===== config.mk =====
export PLATFORM = sky130hd
export DESIGN_NAME = pc_predict
export DESIGN_NICKNAME = d
export VERILOG_FILES = /design/src/rtl/cpu_types_pkg.sv /design/src/rtl/btb.sv /design/src/rtl/pc_predict.sv
export SDC_FILE = /design/constraint.sdc
export NUM_CORES = 1
export LEC_CHECK = 0
export ABC_AREA = 1
export CAP_MARGIN = 20
export CORE_MARGIN = 2
export CORE_UTILIZATION = 28
export DETAILED_ROUTE_END_ITERATION = 8
export SLEW_MARGIN = 5
export SYNTH_ARGS = -nofsm -noshare
export SYNTH_HDL_FRONTEND = slang
export SYNTH_SLANG_ARGS = --single-unit
export TNS_END_PERCENT = 10

===== constraint.sdc =====
create_clock -name CLK -period 5.45 [get_ports CLK]
set_input_delay 1.3625 -clock CLK [delete_from_list [all_inputs] [get_ports CLK]]
set_output_delay 1.3625 -clock CLK [all_outputs]
set_load 0.02 [all_outputs]

===== src/rtl/cpu_types_pkg.sv =====
// Shared CPU types for the fetch stage: word type, branch-direction counter
// type and its saturating step helper.
package cpu_types_pkg;

  typedef logic [31:0] word_t;
  typedef logic [1:0]  bpctr_t;

  localparam bpctr_t SNT = 2'b00;
  localparam bpctr_t WNT = 2'b01;
  localparam bpctr_t WT  = 2'b10;
  localparam bpctr_t ST  = 2'b11;

  // Move a 2-bit direction counter one step toward the observed outcome.
  function automatic bpctr_t ctr_step(input bpctr_t c, input logic taken);
    if (taken) begin
      return (c == ST) ? ST : c + 2'b01;
    end
    return (c == SNT) ? SNT : c - 2'b01;
  endfunction

endpackage


===== src/rtl/btb.sv =====
// Direct-mapped branch target buffer with 2-bit direction counters:
// one combinational lookup port and one clocked training port.
module btb
  import cpu_types_pkg::*;
#(
  parameter int     ENTRIES  = 8,
  parameter bpctr_t CTR_INIT = WNT
) (
  input  logic        CLK,
  input  logic        nRST,
  input  logic [31:2] lookup_pc,
  output logic        pred_taken,
  output logic [31:0] pred_target,
  input  logic        upd_valid,
  input  logic [31:2] upd_pc,
  input  logic        upd_taken,
  input  logic [31:2] upd_target
);

  localparam int IDX_W = $clog2(ENTRIES);
  localparam int TAG_W = 30 - IDX_W;

  logic [ENTRIES-1:0] valid;
  bpctr_t             ctr     [ENTRIES];
  logic [TAG_W-1:0]   tags    [ENTRIES];
  logic [29:0]        targets [ENTRIES];

  logic [IDX_W-1:0] lk_idx, up_idx;
  logic [TAG_W-1:0] lk_tag, up_tag;
  logic             lk_hit, up_hit;

  assign lk_idx = lookup_pc[IDX_W+1:2];
  assign lk_tag = lookup_pc[31:IDX_W+2];
  assign up_idx = upd_pc[IDX_W+1:2];
  assign up_tag = upd_pc[31:IDX_W+2];

  assign lk_hit = valid[lk_idx] && (tags[lk_idx] == lk_tag);
  assign up_hit = valid[up_idx] && (tags[up_idx] == up_tag);

  assign pred_taken  = lk_hit && ctr[lk_idx][1];
  assign pred_target = lk_hit ? {targets[lk_idx], 2'b00} : 32'h0;

  // Valid bits and counters are reset; a taken miss allocates as weakly taken.
  always_ff @(posedge CLK or negedge nRST) begin
    if (!nRST) begin
      valid <= '0;
      for (int i = 0; i < ENTRIES; i++) begin
        ctr[i] <= CTR_INIT;
      end
    end else if (upd_valid) begin
      if (up_hit) begin
        ctr[up_idx] <= ctr_step(ctr[up_idx], upd_taken);
      end else if (upd_taken) begin
        valid[up_idx] <= 1'b1;
        ctr[up_idx]   <= WT;
      end
    end
  end

  // Tag and target only matter behind a valid bit, so they carry no reset.
  always_ff @(posedge CLK) begin
    if (upd_valid && upd_taken) begin
      tags[up_idx]    <= up_tag;
      targets[up_idx] <= upd_target;
    end
  end

endmodule


===== src/rtl/pc_predict.sv =====
// Fetch-stage program counter: PC register plus next-PC selection between
// redirect, BTB prediction and sequential fetch.
module pc_predict
  import cpu_types_pkg::*;
#(
  parameter logic [31:0] PC_INIT     = 32'h0000_0000,
  parameter int          BTB_ENTRIES = 8,
  parameter bpctr_t      CTR_INIT    = WNT
) (
  input  logic        CLK,
  input  logic        nRST,
  input  logic        pcenable,
  input  logic        redirect,
  input  logic [31:0] redirect_pc,
  input  logic        upd_valid,
  input  logic [31:0] upd_pc,
  input  logic        upd_taken,
  input  logic [31:0] upd_target,
  output logic [31:0] imemaddr,
  output logic [31:0] npc,
  output logic        pred_taken,
  output logic [31:0] pred_target
);

  logic [31:2] pc_q, pc_d;
  logic        unused_low_bits;

  // Word alignment is structural: only bits [31:2] are ever stored.
  assign unused_low_bits = ^{redirect_pc[1:0], upd_pc[1:0], upd_target[1:0]};

  assign imemaddr = {pc_q, 2'b00};
  assign npc      = imemaddr + 32'd4;

  btb #(
    .ENTRIES  (BTB_ENTRIES),
    .CTR_INIT (CTR_INIT)
  ) u_btb (
    .CLK         (CLK),
    .nRST        (nRST),
    .lookup_pc   (pc_q),
    .pred_taken  (pred_taken),
    .pred_target (pred_target),
    .upd_valid   (upd_valid),
    .upd_pc      (upd_pc[31:2]),
    .upd_taken   (upd_taken),
    .upd_target  (upd_target[31:2])
  );

  // A redirect wins over everything, including a stall.
  always_comb begin
    pc_d = pc_q;
    if (redirect) begin
      pc_d = redirect_pc[31:2];
    end else if (pcenable) begin
      pc_d = pred_taken ? pred_target[31:2] : npc[31:2];
    end
  end

  always_ff @(posedge CLK or negedge nRST) begin
    if (!nRST) begin
      pc_q <= PC_INIT[31:2];
    end else begin
      pc_q <= pc_d;
    end
  end

endmodule

==> out/qor.yml, run 1 <==
status:
  status: "completed"
clock_tree:
  clk_path_buf_depth: 3
  clk_pin_slew_ps: 60
  cts_tree: "yes"
  clk_latency_ps: 620
  h-tree-depth: 2
  cts_sinks: 510
  cts_root_buffer: "clkbuf_16"
  cts_buffers: 53
final_layout:
  final_nets: 3234
  area_growth_syn_to_layout_pct: 20.42
  drive_gt1_share_pct: 5.669
  final_common_cell: "nand2_1"
  final_cells: 4363
  layout_common_cells: "nand2_1 (1207), edfxtp_1 (456), nand3_1 (316)"
sta:
  finClkSkew_ps: 25.21
  drv_slew: 0
  rsz0062_at_grt: "true"
  relSlewSlack_pct: 30.90
  hold_violations: 0
  max_freq_mhz: 186.7
  layout_min_cycle_time_ps: 5357
  worstMarginPinSlew_ps: 1033
  setup_viol: 0
  finalCritPeriodShare_pct: 98.30
global_route:
  grt_pass1_wl_mm: 129.7
  grt.overflow.total: 0
  antenna_found_initial: 14
  grtUsageTotal_pct: 18.13
  grt_max_degree: 138
  first_global_vias: 20060
setup_path:
  critPathLaunchType: "register"
  cp.arrival_ps: 3990
  crit_path_end_kind: "output pin"
  required_ps: 4090
  ff2ff_setup_slack_ps: 2320
  setup.worst_path.class: "reg -> out"
  cp_max_fo: 6
power:
  pwr-share-comb_pct: 17.5
  leakagePower_nw: 13.43
  powerDensity_nw_per_um2: 319.2
  finalPower_w: 0.009940
  p_seq_share_pct: 45.1
  switching_share_pct: 28.70
  switchingPower_w: 0.002853
  internal_power_w: 0.007087
  p_clk_share_pct: 37.4
  vdd_drop_max_mv: 0.2365
routing:
  dr.pass1.iters: 6
  avgRoutedWirePerCell_um: 20.05
  vias: 21446
  drt_iter0_markers: 2285
  post_drt_via_cell_ratio: 4.915
  drcViolationCount: 0
  wl_mm: 87.47
  drt.antenna.violating_nets: 0
logic_synthesis:
  netlist_instances: 2986
  synth_cell_type_count: 40
  ys_seq_area_share_pct: 58.22
  syn_area_um2: 25860
  yosysWarningCount: 0
  synth_area_per_cell_um2: 8.660
  synth_seq_cells: 510
worst_hold_path:
  worstHoldPathType: "reg -> reg"
place:
  io_buffers: 186
  gp_congestion: 0.8980
  hpwlAfterDp_mm: 54.96
  place_inst: 4256
floorplanning:
  fp.dieH_um: 307.9
  start_util_pct: 28.25
  rows: 111
  core_area_um2: 91520
  design.portCount: 199
  die_x_um: 307.9
  fp.dieArea_um2: 94790
job:
  drv_cap: 0
-- stage by stage --
| step | TNS [ps] | hold slack (ps) | setup WS (ps) | cell area (um2) | util, % |
|---|---|---|---|---|---|
| 2_1_floorplan | 0 | 441.8 | 586.8 | 25880 | - |
| 3_3_place_gp | 0 | 448.7 | 479.1 | 29170 | 31.87 |
| 3_5_place_dp | 0 | 452.1 | 477.9 | 29170 | 31.87 |
| 4_1_cts | 0 | 462.2 | 34.66 | 31020 | 33.89 |
| 5_1_grt | -65.89 | 478.0 | -65.89 | 31140 | 34.02 |
| 6_report | 0 | 461.0 | 92.59 | 31140 | 34.02 |
-- state kept, by name (all words and copies together), names as in the netlist --
register       count
pc_q              30
u_btb.ctr         16
u_btb.tags       216
u_btb.targets    240
u_btb.valid        8
-- critical path, cell delays in order, from the launching register on --
cell             delay [ps]
dfrtp_4                 470
buf_12                  180
ha_1                    230
nand2_1                  90
nor2_2                  170
nand3_1                 170
nor2_1                  230
nand2_1                 150
nor2_2                  170
nand3_1                 160
nor2_2                  190
nand3_1                 130
xor2_2                  350
clkdlybuf4s50_1         680
-- worst paths after layout --
| check | from | endpoint | depth (start not counted) |
|---|---|---|---|
| max | pc_q[2] | npc[26] | 13 |
| min | u_btb.ctr[4] | u_btb.ctr[4] | 2 |
| max reg2reg | pc_q[2] | pc_q[26] | 16 |
| min reg2reg | u_btb.ctr[4] | u_btb.ctr[4] | 2 |
| max in group asynchronous | nRST | pc_q[3] | 2 |
| min in group asynchronous | nRST | u_btb.ctr[11] | 1 |
-- kinds of logic (layout without fill, tap and decap cells) --
kind of cell	after synthesis	in the layout	synth area share, %
buffers and inverters	456	640	7.360
xor gates and xnor gates	29	29	0.9823
and+or+nand+nor	1700	1700	26.75
adders and majority gates	1	1	0.04838
AOI/OAI and AO/OA	289	289	6.620
DFF	510	510	58.22
other	1	8	0.01450
-- area by class of cell --
class | instances | area (um2)
fillers | 9297 | 60390
well taps | 1186 | 1484
flip-flops and latches | 510 | 15060
diodes | 2 | 5.005
inverters | 292 | 1127
multi-input cells | 2025 | 9004
clock buffers | 74 | 1425
repair buffers | 249 | 2725
clock inverters | 25 | 304.0
-- cells in the mapped netlist, drive strengths merged --
| master | n | area share [%] |
|---|---|---|
| a22o | 1 | 0.034 |
| conb | 1 | 0.015 |
| ha | 1 | 0.048 |
| a21oi | 94 | 1.8 |
| dfstp | 8 | 0.81 |
| o22ai | 1 | 0.024 |
| nor2 | 134 | 2.0 |
| nand2b | 9 | 0.22 |
| o21ai | 120 | 2.3 |
| nor4 | 3 | 0.097 |
| or2 | 1 | 0.024 |
| o211ai | 10 | 0.29 |
| o2bb2ai | 1 | 0.034 |
| and2 | 1 | 0.024 |
| buf | 105 | 2.3 |
| dfrtp | 46 | 4.5 |
| a32oi | 18 | 0.61 |
| clkinv | 2 | 0.029 |
| xor2 | 29 | 0.98 |
| inv | 290 | 4.2 |
| nand4 | 8 | 0.19 |
| a221o | 20 | 0.77 |
| a22oi | 21 | 0.61 |
| nand2 | 1209 | 18 |
| nor3 | 12 | 0.30 |
| nand3b | 7 | 0.20 |
| o221ai | 3 | 0.10 |
| nand3 | 316 | 6.1 |
| edfxtp | 456 | 53 |
| clkbuf | 59 | 0.86 |
-- timing repair --
action | 4_1_cts | 5_1_grt
hold buffers | 0 | 0
setup buffers | 2 | 2
endpoints found under the setup margin | 29 | 36
pin swaps | 0 | 0
cloned | 2 | 0
resized for setup | 10 | 31
-- power by group through the flow --
stage / clock network (W) / logic, W / registers, W
after floorplan: 0 / 0.000970 / 0.00454
after global placement: 0 / 0.00169 / 0.00456
after detailed placement: 0 / 0.00170 / 0.00456
after CTS: 0.00376 / 0.00173 / 0.00448
after global routing: 0.00390 / 0.00191 / 0.00448
final: 0.00372 / 0.00174 / 0.00448
-- layer usage --
metal | vias up | GRT usage (%) | wire length (um)
met5 | - | 0 | 122
met4 | 20 | 5.026 | 2169
met3 | 150 | 4.123 | 7509
li1 | 10103 | - | -
met1 | 10349 | 24.47 | 37660
met2 | 824 | 29.13 | 40000
No activity file was read; power rests on OpenSTA's default activity.
==> run 2: changes to the inputs <==
==> constraint.sdc (replaced) <==
create_clock -name CLK -period 4.6 [get_ports CLK]
set_input_delay 1.15 -clock CLK [delete_from_list [all_inputs] [get_ports CLK]]
set_output_delay 1.15 -clock CLK [all_outputs]
set_load 0.02 [all_outputs]
==> out/qor.yml, run 2 (same netlist as run 1, synthesis figures left out) <==
floorplanning:
  fp.dieArea_um2: 94790
  fp.dieH_um: 307.9
  design.portCount: 199
  rows: 111
  die_x_um: 307.9
  core_area_um2: 91520
  start_util_pct: 28.25
routing:
  drt_iter0_markers: 2296
  dr.pass1.iters: 6
  vias: 21588
  avgRoutedWirePerCell_um: 20.05
  drt.antenna.violating_nets: 0
  post_drt_via_cell_ratio: 4.891
  drcViolationCount: 0
  wl_mm: 88.49
sta:
  max_freq_mhz: 216.2
  rsz0062_at_grt: "true"
  worstMarginPinSlew_ps: 1008
  timing.final.ws_setup_ps: -25.24
  layout_min_cycle_time_ps: 4625
  setup_viol: 9
  hold_violations: 0
  tns_ps: -90.62
  drv_slew: 0
  finClkSkew_ps: 28.96
  relSlewSlack_pct: 32.82
  finalCritPeriodShare_pct: 100.5
power:
  switchingPower_w: 0.003460
  p_seq_share_pct: 44.6
  vdd_drop_max_mv: 0.2994
  switching_share_pct: 29.14
  powerDensity_nw_per_um2: 373.6
  p_clk_share_pct: 36.7
  finalPower_w: 0.01187
  pwr-share-comb_pct: 18.7
  leakagePower_nw: 13.39
  internal_power_w: 0.008414
setup_path:
  setup.worst_path.class: "reg -> out"
  ff2ff_setup_slack_ps: 1620
  cp_max_fo: 32
  crit_path_end_kind: "output pin"
  critPathLaunchType: "register"
  required_ps: 3450
  cp.arrival_ps: 3480
final_layout:
  layout_common_cells: "nand2_1 (1200), edfxtp_1 (456), nand3_1 (297)"
  area_growth_syn_to_layout_pct: 22.93
  top_register: "u_btb.targets"
  fin_util_pct: 34.73
  top_regs: "u_btb.targets x240, u_btb.tags x216, pc_q x30"
  fin_area_um2: 31790
  drive_gt1_share_pct: 9.742
  final_nets: 3282
  final_common_cell: "nand2_1"
  largest_reg_flops: 240
clock_tree:
  cts_sinks: 510
  clk_path_buf_depth: 3
  cts_hold_buffers: 0
  cts_tree: "yes"
  h-tree-depth: 2
  clk_latency_ps: 630
  cts_root_buffer: "clkbuf_16"
  cts_buffers: 53
  clk_pin_slew_ps: 60
place:
  placed_cell_area_um2: 29570
  pre_cts_slack_ps: -2.333
  io_buffers: 186
  gp_congestion: 0.8908
  hpwlAfterDp_mm: 57.10
job:
  drv_cap: 0
global_route:
  grtUsageTotal_pct: 18.27
  grt_max_degree: 98
  grt_pass1_wl_mm: 129.6
  grt.overflow.total: 0
  antenna_found_initial: 15
  first_global_vias: 19991
status:
  status: "finished with violations"
  failed_checks: "negative setup slack"
worst_hold_path:
  worstHoldPathType: "reg -> reg"
run 2: changes by cell type in the layout (fill, tap and decap cells not counted), moves of 8 or more:
cell,previous run,this run
clkdlybuf4s50_1,156,138
dlymetal6s2s_1,26,3
nand3_1,316,297
buf_6,1,10
clkbuf_1,19,11
clkinv_2,6,14
nand3_2,0,17
buf_4,40,98
run 2: worst max-delay path, cell delays in order, from the launching register on:
cell        delay, ps
dfrtp_4           530
buf_4             200
buf_16            170
nand2_1            90
nand3_1            90
nand2_2           150
nand2_1            80
nand3_1           100
nand2_1            60
nor2_1            120
nand2_1           100
nor2_2             80
nand2_1            60
nor2_2            130
buf_4             150
clkinvlp_4         90
buf_12            150
buf_8             160
nor2_1            130
buf_4             160
run 2: per-layer routing:
metal / global-route usage [%] / part of all wire (%) / vias up
met4: 7.521 / 4.0 / 12
li1: - / - / 10201
met1: 24.45 / 42 / 10193
met5: 0 / 0.079 / -
met3: 4.336 / 9.5 / 197
met2: 28.35 / 44 / 985
run 2: repair_timing:
| action | in CTS | in global routing |
|---|---|---|
| cloned | 3 | 1 |
| endpoints found under the setup margin | 46 | 48 |
| buffers inserted | 4 | 0 |
| gates resized for setup | 169 | 89 |
| pin swaps | 1 | 1 |
run 2: layout make-up:
cell class	instances	area, um2
antenna	5	12.51
clock buffer	66	1395
clock inverter	33	360.3
fill	9212	59740
inverter	292	1135
multi-input combinational	2025	9238
sequential	510	15060
tap	1186	1484
timing repair buffer	296	3089
timing repair inverter	1	8.758
run 2: final timing paths:
kind,start,end,cells past startpoint
max,pc_q[2],pred_target[28],19
min,u_btb.ctr[2],u_btb.ctr[2],2
max reg2reg,pc_q[3],pc_q[14],18
min reg2reg,u_btb.ctr[2],u_btb.ctr[2],2
max in group asynchronous,nRST,pc_q[2],2
min in group asynchronous,nRST,u_btb.ctr[11],1
run 2: through the flow:
step	hold WS, ps	std cells
6_report	459.6	4414
5_1_grt	474.0	4412
4_1_cts	460.8	4408
3_5_place_dp	453.0	4302
3_3_place_gp	449.9	4302
2_1_floorplan	441.8	2991
run 2: power by group through the flow:
stage	clock (W)	combinational [W]	sequential [W]
floorplan	0	0.00115	0.00538
global placement	0	0.00210	0.00538
detailed placement	0	0.00210	0.00538
CTS	0.00442	0.00218	0.00529
global route	0.00458	0.00240	0.00530
finish	0.00436	0.00222	0.00530
